--- config.mk ---
export PLATFORM = sky130hd
export DESIGN_NAME = branch_resolve_tracker_flat
export DESIGN_NICKNAME = d
export VERILOG_FILES = /design/src/rtl/branch_resolve_tracker_if.sv /design/src/rtl/branch_resolve_tracker.sv /design/src/flat_wrapper.sv
export SDC_FILE = /design/constraint.sdc
export NUM_CORES = 1
export LEC_CHECK = 0
export ABC_CLOCK_PERIOD_IN_PS = 2200
export CAP_MARGIN = 20
export CORE_ASPECT_RATIO = 0.7
export CORE_UTILIZATION = 49
export CTS_BUF_LIST = sky130_fd_sc_hd__clkbuf_8 sky130_fd_sc_hd__clkbuf_16
export DETAILED_ROUTE_END_ITERATION = 10
export GPL_TIMING_DRIVEN = 1
export PLACE_DENSITY = 0.76
export SETUP_SLACK_MARGIN = 0.05
export SLEW_MARGIN = 25
export SYNTH_ARGS = -nofsm -noshare
export SYNTH_HDL_FRONTEND = slang
export SYNTH_SLANG_ARGS = --single-unit
export TNS_END_PERCENT = 100
--- constraint.sdc ---
create_clock -name clk -period 2.2 [get_ports clk]
set_input_delay 0.44 -clock clk [delete_from_list [all_inputs] [get_ports clk]]
set_output_delay 0.44 -clock clk [all_outputs]
set_load 0.01 [all_outputs]
--- src/rtl/branch_resolve_tracker_if.sv ---
// Prediction/resolution bundle between the fetch/decode stages and the
// branch resolve tracker. The master side drives IF/ID information and
// stall; the slave side (the tracker) returns redirect, flush, training
// and statistics signals.
interface branch_resolve_tracker_if #(
  parameter int CNT_W = 32
);
  logic             stall;
  logic [31:0]      if_pc;
  logic             if_pred;
  logic [31:0]      id_pc;
  logic             is_branch;
  logic             is_taken;
  logic [31:0]      id_target;
  logic             mispredict;
  logic [31:0]      redirect_pc;
  logic             flush;
  logic             upd_valid;
  logic [31:0]      upd_pc;
  logic             upd_taken;
  logic [CNT_W-1:0] branch_cnt;
  logic [CNT_W-1:0] mispred_cnt;

  modport master (
    output stall, if_pc, if_pred, id_pc, is_branch, is_taken, id_target,
    input  mispredict, redirect_pc, flush, upd_valid, upd_pc, upd_taken,
           branch_cnt, mispred_cnt
  );

  modport slave (
    input  stall, if_pc, if_pred, id_pc, is_branch, is_taken, id_target,
    output mispredict, redirect_pc, flush, upd_valid, upd_pc, upd_taken,
           branch_cnt, mispred_cnt
  );
endinterface

--- src/rtl/branch_resolve_tracker.sv ---
// Branch resolve tracker: carries each IF-stage prediction down a DELAY-deep
// queue so it lines up with the same instruction in ID, checks the resolved
// direction against it, and on a mispredict issues a redirect PC plus a
// FLUSH_CYCLES-long front-end flush. Also emits the predictor training tuple
// and keeps saturating resolution statistics.
module branch_resolve_tracker #(
  parameter int DELAY        = 7,
  parameter int FLUSH_CYCLES = 2,
  parameter int CNT_W        = 32
) (
  input logic                      clk,
  input logic                      reset,
  branch_resolve_tracker_if.slave  bus
);

  localparam int FC_W = (FLUSH_CYCLES < 2) ? 1 : $clog2(FLUSH_CYCLES + 1);
  localparam logic [FC_W-1:0]  FC_INIT = FC_W'(FLUSH_CYCLES);
  localparam logic [FC_W-1:0]  FC_ONE  = FC_W'(1);
  localparam logic [CNT_W-1:0] CNT_ONE = CNT_W'(1);

  typedef enum logic {IDLE, FLUSH} state_t;

  // Saturating increment for the statistics counters.
  function automatic logic [CNT_W-1:0] sat_inc(input logic [CNT_W-1:0] v);
    return (&v) ? v : v + CNT_ONE;
  endfunction

  // Prediction queue; index 0 is the head, aligned with ID.
  logic [DELAY-1:0] q_vld;
  logic [31:0]      q_pc [DELAY];
  logic [DELAY-1:0] q_pred;

  state_t           state;
  logic [FC_W-1:0]  fcnt;
  logic             flush_q;
  logic             mispredict_q;
  logic [31:0]      redirect_q;
  logic             upd_valid_q;
  logic [31:0]      upd_pc_q;
  logic             upd_taken_q;
  logic [CNT_W-1:0] branch_cnt_q;
  logic [CNT_W-1:0] mispred_cnt_q;

  logic hit;
  logic eff_pred;
  logic resolve;
  logic mis;
  logic flush_next;

  // A missing or misaligned head record counts as predicted not-taken;
  // branches seen while flushing are wrong-path and never resolve.
  always_comb begin
    hit      = q_vld[0] & (q_pc[0] == bus.id_pc);
    eff_pred = hit & q_pred[0];
    resolve  = bus.is_branch & (state == IDLE);
    mis      = resolve & (bus.is_taken != eff_pred);
  end

  // Flush value that this edge will register; gates the valid bit of the
  // instruction being captured from IF.
  always_comb begin
    flush_next = flush_q;
    if (mis) begin
      flush_next = 1'b1;
    end else if (state == FLUSH && fcnt == FC_ONE) begin
      flush_next = 1'b0;
    end
  end

  // Shift the prediction queue toward ID on every unstalled cycle.
  always_ff @(posedge clk or negedge reset) begin
    if (!reset) begin
      q_vld  <= '0;
      q_pred <= '0;
      for (int k = 0; k < DELAY; k++) begin
        q_pc[k] <= '0;
      end
    end else if (!bus.stall) begin
      for (int k = 0; k < DELAY - 1; k++) begin
        q_vld[k]  <= q_vld[k+1];
        q_pc[k]   <= q_pc[k+1];
        q_pred[k] <= q_pred[k+1];
      end
      q_vld[DELAY-1]  <= ~flush_next;
      q_pc[DELAY-1]   <= bus.if_pc;
      q_pred[DELAY-1] <= bus.if_pred;
    end
  end

  // Resolve FSM with registered redirect, flush, training and statistics.
  always_ff @(posedge clk or negedge reset) begin
    if (!reset) begin
      state         <= IDLE;
      fcnt          <= '0;
      flush_q       <= 1'b0;
      mispredict_q  <= 1'b0;
      redirect_q    <= '0;
      upd_valid_q   <= 1'b0;
      upd_pc_q      <= '0;
      upd_taken_q   <= 1'b0;
      branch_cnt_q  <= '0;
      mispred_cnt_q <= '0;
    end else if (bus.stall) begin
      mispredict_q <= 1'b0;
      upd_valid_q  <= 1'b0;
    end else begin
      mispredict_q <= mis;
      upd_valid_q  <= resolve;
      case (state)
        IDLE: begin
          if (resolve) begin
            upd_pc_q     <= bus.id_pc;
            upd_taken_q  <= bus.is_taken;
            branch_cnt_q <= sat_inc(branch_cnt_q);
          end
          if (mis) begin
            redirect_q    <= bus.is_taken ? bus.id_target : bus.id_pc + 32'd4;
            mispred_cnt_q <= sat_inc(mispred_cnt_q);
            state         <= FLUSH;
            fcnt          <= FC_INIT;
            flush_q       <= 1'b1;
          end
        end
        FLUSH: begin
          if (fcnt == FC_ONE) begin
            state   <= IDLE;
            fcnt    <= '0;
            flush_q <= 1'b0;
          end else begin
            fcnt <= fcnt - FC_ONE;
          end
        end
        default: begin
          state   <= IDLE;
          fcnt    <= '0;
          flush_q <= 1'b0;
        end
      endcase
    end
  end

  assign bus.mispredict  = mispredict_q;
  assign bus.redirect_pc = redirect_q;
  assign bus.flush       = flush_q;
  assign bus.upd_valid   = upd_valid_q;
  assign bus.upd_pc      = upd_pc_q;
  assign bus.upd_taken   = upd_taken_q;
  assign bus.branch_cnt  = branch_cnt_q;
  assign bus.mispred_cnt = mispred_cnt_q;

endmodule

--- src/flat_wrapper.sv ---
// flat-port wrapper written by rule: the top's interface ports become plain ports
module branch_resolve_tracker_flat 
#(
  parameter int DELAY        = 7,
  parameter int FLUSH_CYCLES = 2,
  parameter int CNT_W        = 32
)
  (clk, reset, bus_stall, bus_if_pc, bus_if_pred, bus_id_pc, bus_is_branch, bus_is_taken, bus_id_target, bus_mispredict, bus_redirect_pc, bus_flush, bus_upd_valid, bus_upd_pc, bus_upd_taken, bus_branch_cnt, bus_mispred_cnt);
  branch_resolve_tracker_if #(.CNT_W(CNT_W)) bus_i ();
  input logic clk;
  input logic reset;
  input wire logic [$bits(bus_i.stall)-1:0] bus_stall;
  input wire logic [$bits(bus_i.if_pc)-1:0] bus_if_pc;
  input wire logic [$bits(bus_i.if_pred)-1:0] bus_if_pred;
  input wire logic [$bits(bus_i.id_pc)-1:0] bus_id_pc;
  input wire logic [$bits(bus_i.is_branch)-1:0] bus_is_branch;
  input wire logic [$bits(bus_i.is_taken)-1:0] bus_is_taken;
  input wire logic [$bits(bus_i.id_target)-1:0] bus_id_target;
  output wire logic [$bits(bus_i.mispredict)-1:0] bus_mispredict;
  output wire logic [$bits(bus_i.redirect_pc)-1:0] bus_redirect_pc;
  output wire logic [$bits(bus_i.flush)-1:0] bus_flush;
  output wire logic [$bits(bus_i.upd_valid)-1:0] bus_upd_valid;
  output wire logic [$bits(bus_i.upd_pc)-1:0] bus_upd_pc;
  output wire logic [$bits(bus_i.upd_taken)-1:0] bus_upd_taken;
  output wire logic [$bits(bus_i.branch_cnt)-1:0] bus_branch_cnt;
  output wire logic [$bits(bus_i.mispred_cnt)-1:0] bus_mispred_cnt;
  assign bus_i.stall = bus_stall;
  assign bus_i.if_pc = bus_if_pc;
  assign bus_i.if_pred = bus_if_pred;
  assign bus_i.id_pc = bus_id_pc;
  assign bus_i.is_branch = bus_is_branch;
  assign bus_i.is_taken = bus_is_taken;
  assign bus_i.id_target = bus_id_target;
  assign bus_mispredict = bus_i.mispredict;
  assign bus_redirect_pc = bus_i.redirect_pc;
  assign bus_flush = bus_i.flush;
  assign bus_upd_valid = bus_i.upd_valid;
  assign bus_upd_pc = bus_i.upd_pc;
  assign bus_upd_taken = bus_i.upd_taken;
  assign bus_branch_cnt = bus_i.branch_cnt;
  assign bus_mispred_cnt = bus_i.mispred_cnt;
  branch_resolve_tracker #(.DELAY(DELAY), .FLUSH_CYCLES(FLUSH_CYCLES), .CNT_W(CNT_W)) u_core (.clk(clk), .reset(reset), .bus(bus_i));
endmodule
Word level (Yosys, flattened, before mapping) --
Cells that the tools add are included.
Operators by class: add/subtract/negate cells 4, eq/ne operators 5, multiplexer cells 14, bitwise gates (word level) 9, reduce and logical (&&, ||, !) cells 9
Operators with widths (count):
- 32-bit by 1-bit adder with 32-bit output, second input constant | 2
- 32-bit AND reduction | 2
- 32-bit by 3-bit adder with 32-bit output, second input constant | 1
- 32-bit equality test | 1
- 32-bit two-way mux | 1
- 3-bit AND reduction | 3
- 1-bit two-way mux | 8
- 4-bit AND reduction | 2
- 1-bit inverter | 5
- 1-bit bitwise AND | 4
- 2-bit two-way mux | 2
- 1-bit one-hot mux with 2 select lines | 2
- 2-bit one-hot mux with 2 select lines | 1
- 2-bit by 1-bit equality test with 1-bit output, second input constant | 1
- 2-bit by 1-bit != test with 1-bit output, second input constant | 1
- 2-bit != test, second input constant | 1
- 2-bit AND reduction | 1
- 2-bit by 1-bit subtractor with 2-bit output, second input constant | 1
- 1-bit logical AND | 1
- 1-bit != test | 1
Word-level totals: register bits 373, input port bits 102, output and inout bits 132, logic and storage cells 60

Logic depth before layout (Yosys ltp) --
Gate-level depths: netlist of the first run.
depth in word-level cells 7, mapped depth 10, gate-level depth less buffers 8

Least setup slack after synthesis of the first run --
No wires, ideal clock.
path type in2reg, start point input bus_id_pc[7], end point register u_core.redirect_q[11], in the netlist u_core.bus.redirect_pc[11], library setup time 0.137 ns, data arrival time 2.296 ns, data required time 2.063 ns, setup slack -0.233 ns, cell stages on the path 10, buffers on the path 3, cell sequence buf_2 > xor2_1 > nor4_2 > nand4_2 > or3_1 > buf_2 > buf_6 > o32a_1 > o22ai_1 > a21oi_1
Between the ends: word-level cells in the longest chain between the ends 6, elaborated cells between the ends (all ways) 8, classes of those cells add/sub (1); eq/ne (2); mux (1); bitwise (3); reduce/logical (1)
Ends and longest elaborated chain:
- start: declaration | RTL line flat_wrapper.sv:15 | input wire logic [$bits(bus_i.id_pc)-1:0] bus_id_pc;
- parallel branches: the longest is 6 deep, another holds 32-bit by 3-bit adder with 32-bit output
- end signal: assignment | RTL line branch_resolve_tracker.sv:117 | redirect_q <= bus.is_taken ? bus.id_target : bus.id_pc + 32'd4;
- end: declaration | RTL line branch_resolve_tracker.sv:37 | logic [31:0] redirect_q;
Parallel ways; which one is timed is not known. A chain may end at the register's enable or synchronous reset.

Final worst setup path of the first run --
start point input bus_id_pc[8], end point register u_core.redirect_q[17], in the netlist u_core.bus.redirect_pc[17]
The elaborated chain is that of the path after synthesis.

==> results of run 1 <==
## layer usage
layer	track usage (%)	wire length, um	up-vias
li1	-	-	5300
met1	34.1	17900	5901
met2	38.4	19600	468
met3	4.29	2660	90
met4	8.76	1160	4
met5	0	24	-
## worst max path at each step
stage	start	end	slack, ns	cells after the start
2_1_floorplan	bus_id_pc[20]	u_core.bus.mispred_cnt[31]	-0.18	8
3_3_place_gp	bus_id_pc[16]	u_core.bus.redirect_pc[11]	-0.94	10
3_5_place_dp	bus_id_pc[16]	u_core.bus.mispred_cnt[31]	-1.0	11
4_1_cts	u_core.q_pc[194]	u_core.bus.mispred_cnt[31]	-0.39	10
5_1_grt	u_core.q_pc[219]	u_core.bus.mispred_cnt[31]	-0.47	10
6_report	bus_id_pc[8]	u_core.bus.redirect_pc[17]	-0.39	10
## what timing repair did
item | CTS | global route
gates resized for setup | 31 | 45
setup buffers | 4 | 3
hold buffers | 1 | 0
endpoints found under the setup margin | 73 | 80
gates cloned | 7 | 0
pin swaps | 8 | 12
hold endpoints to repair | 42 | 0
## sequential cells by signal, indices dropped and copies added, names as in the netlist, 2 cells and up
name	count
u_core.q_pc	224
u_core.bus.branch_cnt	32
u_core.bus.mispred_cnt	32
u_core.bus.redirect_pc	32
u_core.bus.upd_pc	32
u_core.q_pred	7
u_core.q_vld	7
u_core.fcnt	2
## critical path, cell delays in order
cell and delay [ns]:
clkdlybuf4s50_1 0.49, xor2_1 0.21, nor4_2 0.29, buf_4 0.17
nand4_1 0.12, or3_4 0.56, buf_12 0.20, o32a_1 0.29
o22ai_2 0.14, a21oi_2 0.06
## synth_stat cells (all sizes together), types with 11 or more instances
| cell type | count |
|---|---|
| dfrtp | 373 |
| xor2 | 70 |
| nor2 | 42 |
| nand4 | 32 |
| inv | 11 |
| a21oi | 25 |
| nor3 | 17 |
| xnor2 | 49 |
| o22ai | 52 |
| clkbuf | 58 |
| mux2 | 239 |
| buf | 15 |
| and4 | 14 |
| nand2 | 136 |
| nand3 | 31 |
| nor4 | 16 |
| o32a | 26 |
## cell families (layout without fill, tap and decap cells)
kind of cell / Yosys count / after routing / synth area share (%)
buffers and inverters: 84 / 467 / 2.27
flip-flops: 373 / 373 / 58.0
AND/OR/NAND/NOR: 318 / 318 / 9.91
other: 0 / 3 / 0
AO/OA/AOI/OAI: 139 / 139 / 6.24
XOR/XNOR: 119 / 119 / 6.48
multiplexers: 239 / 239 / 16.7
adder cells (fa/ha/maj): 4 / 4 / 0.311
## final cells by class
type                    instances  area [sq um]
flip-flops and latches        373          9330
multi-input cells             819          6710
inverters                      11          46.3
diodes                          3          7.51
well taps                     427           534
repair buffers                390          3850
fillers                      2338         10500
clock buffers                  48          1100
clock inverters                18           171
## stage by stage
step	util, %	instance area, sq um	setup slack [ns]	power [uW]
6_report	67.4	21800	-0.393	21200
5_1_grt	67.4	21800	-0.472	22100
4_1_cts	66.7	21500	-0.393	21200
2_1_floorplan	-	16200	-0.182	11900
3_3_place_gp	61.7	19900	-0.944	14300
3_5_place_dp	61.7	19900	-0.999	14600
## report_power, final
group          internal [uW]  switching (uW)
combinational           2800            2140
sequential              8520            1140
clock                   3880            2680
total                  15200            5960
==> flow_summary.yaml, run 1 <==
status:
  status: "complete, but fails checks"
  violations: "negative setup slack"
critical_path:
  reg2reg_depth: 9
  worstPathRequired_ns: 2.58
  path_max_fanout: 8
  startpoint_type: "primary input"
  critPathKind: "primary input to register"
  reg2reg_setup_slack_ns: -0.39
  cp-end-kind: "register"
  reg2reg_to: "u_core.bus.redirect_pc[17]"
  arrival_ns: 2.97
  r2r-start: "u_core.q_pc[194]"
detailed_routing:
  vias_per_cell: 5.63
  drtIter0Drc: 988
  drt-total-wl_um: 41400
  antenna_left: 0
  firstDrtPassIters: 5
  vias: 11800
  routedWlPerCell_um: 19.8
  drc: 0
grt:
  grt_pass1_vias: 11800
  grt_max_degree: 127
  grt_use_total_pct: 24.4
  overflow: 0
  antenna_found_initial: 5
  grt_pass1_wl_um: 64400
synth:
  synth_cells: 1276
  synth_enable_flop_cells: 0
  yosysWarnings: 0
  synth_top_cell_by_area: "dfrtp_1"
  ys_seq_area_share_pct: 58.0
  syn_area_sq_um: 16100
  synth.net_count: 1382
  synth_top_area_share_pct: 58.0
  synth_area_leaders: "dfrtp_1, mux2_2, xor2_1"
  synthFlopType: "dfrtp_1"
  synthArstFlopShare_pct: 100
  synth.avg_cell_area_sq_um: 12.6
  synth_cell_types: 51
  ys_seq_elements: 373
timing:
  fin_crit_sh_pct: 118
  layout_min_cycle_time_ns: 2.59
  hold_ws_ns: 0.323
  fin_skew_ns: 0.0225
  rsz0062_at_grt: "true"
  max_freq_mhz: 386
  maxSlewViolCount: 0
  fin_ws_ns: -0.393
  finalSetupViolations: 70
  slew_headroom_pct: 41.9
  tns_ns: -20.23
  hold_viol: 0
  worstMarginPinSlew_ns: 0.870
floorplan:
  die_x_um: 219
  core_sq_um: 32300
  initial_core_util_pct: 49.8
  dieArea_sq_um: 33600
  ios: 234
  row_count: 55
  die_y_um: 154
placement:
  dp.cells: 2005
  port_buffers: 233
  gp_congestion: 0.866
  hpwlAfterDp_um: 27700
hold_path:
  hold_start: "bus_stall"
  worstHoldEndpoint: "u_core.q_pc[29]"
  hp-class: "primary input to register"
  worstHoldPathCells: 3
finish:
  fin_cells: 2089
  area_growth_pct: 35.3
  most-common-layout-cells: "dfrtp_1, mux2_2, clkdlybuf4s50_1"
  final_nets: 1738
  layout-drive-gt1-share_pct: 31.8
  layout_commonest_cell: "dfrtp_1"
job:
  timing.max_cap.violations: 0
clocking:
  clkLatencyLatePin_ns: 0.54
  clock_path_buffers: 3
  cts_tree: "built"
  cts_root_buf: "clkbuf_16"
  cts_buffers: 37
  clock_sink_count: 373
  cts-htree-levels: 2
  clk_pin_slew_ns: 0.06
pwr:
  p_per_area_nw_per_um2: 973
  peakVddDrop_uv: 669
  power_leakage_uw: 0.00960
Power figures use the tool's default switching activity.
==> run 2, diff against run 1 <==
SLEW_MARGIN = default   (was 25)
==> results of run 2 <==
No change in the layout: final DEF, timing and power equal those of run 1.
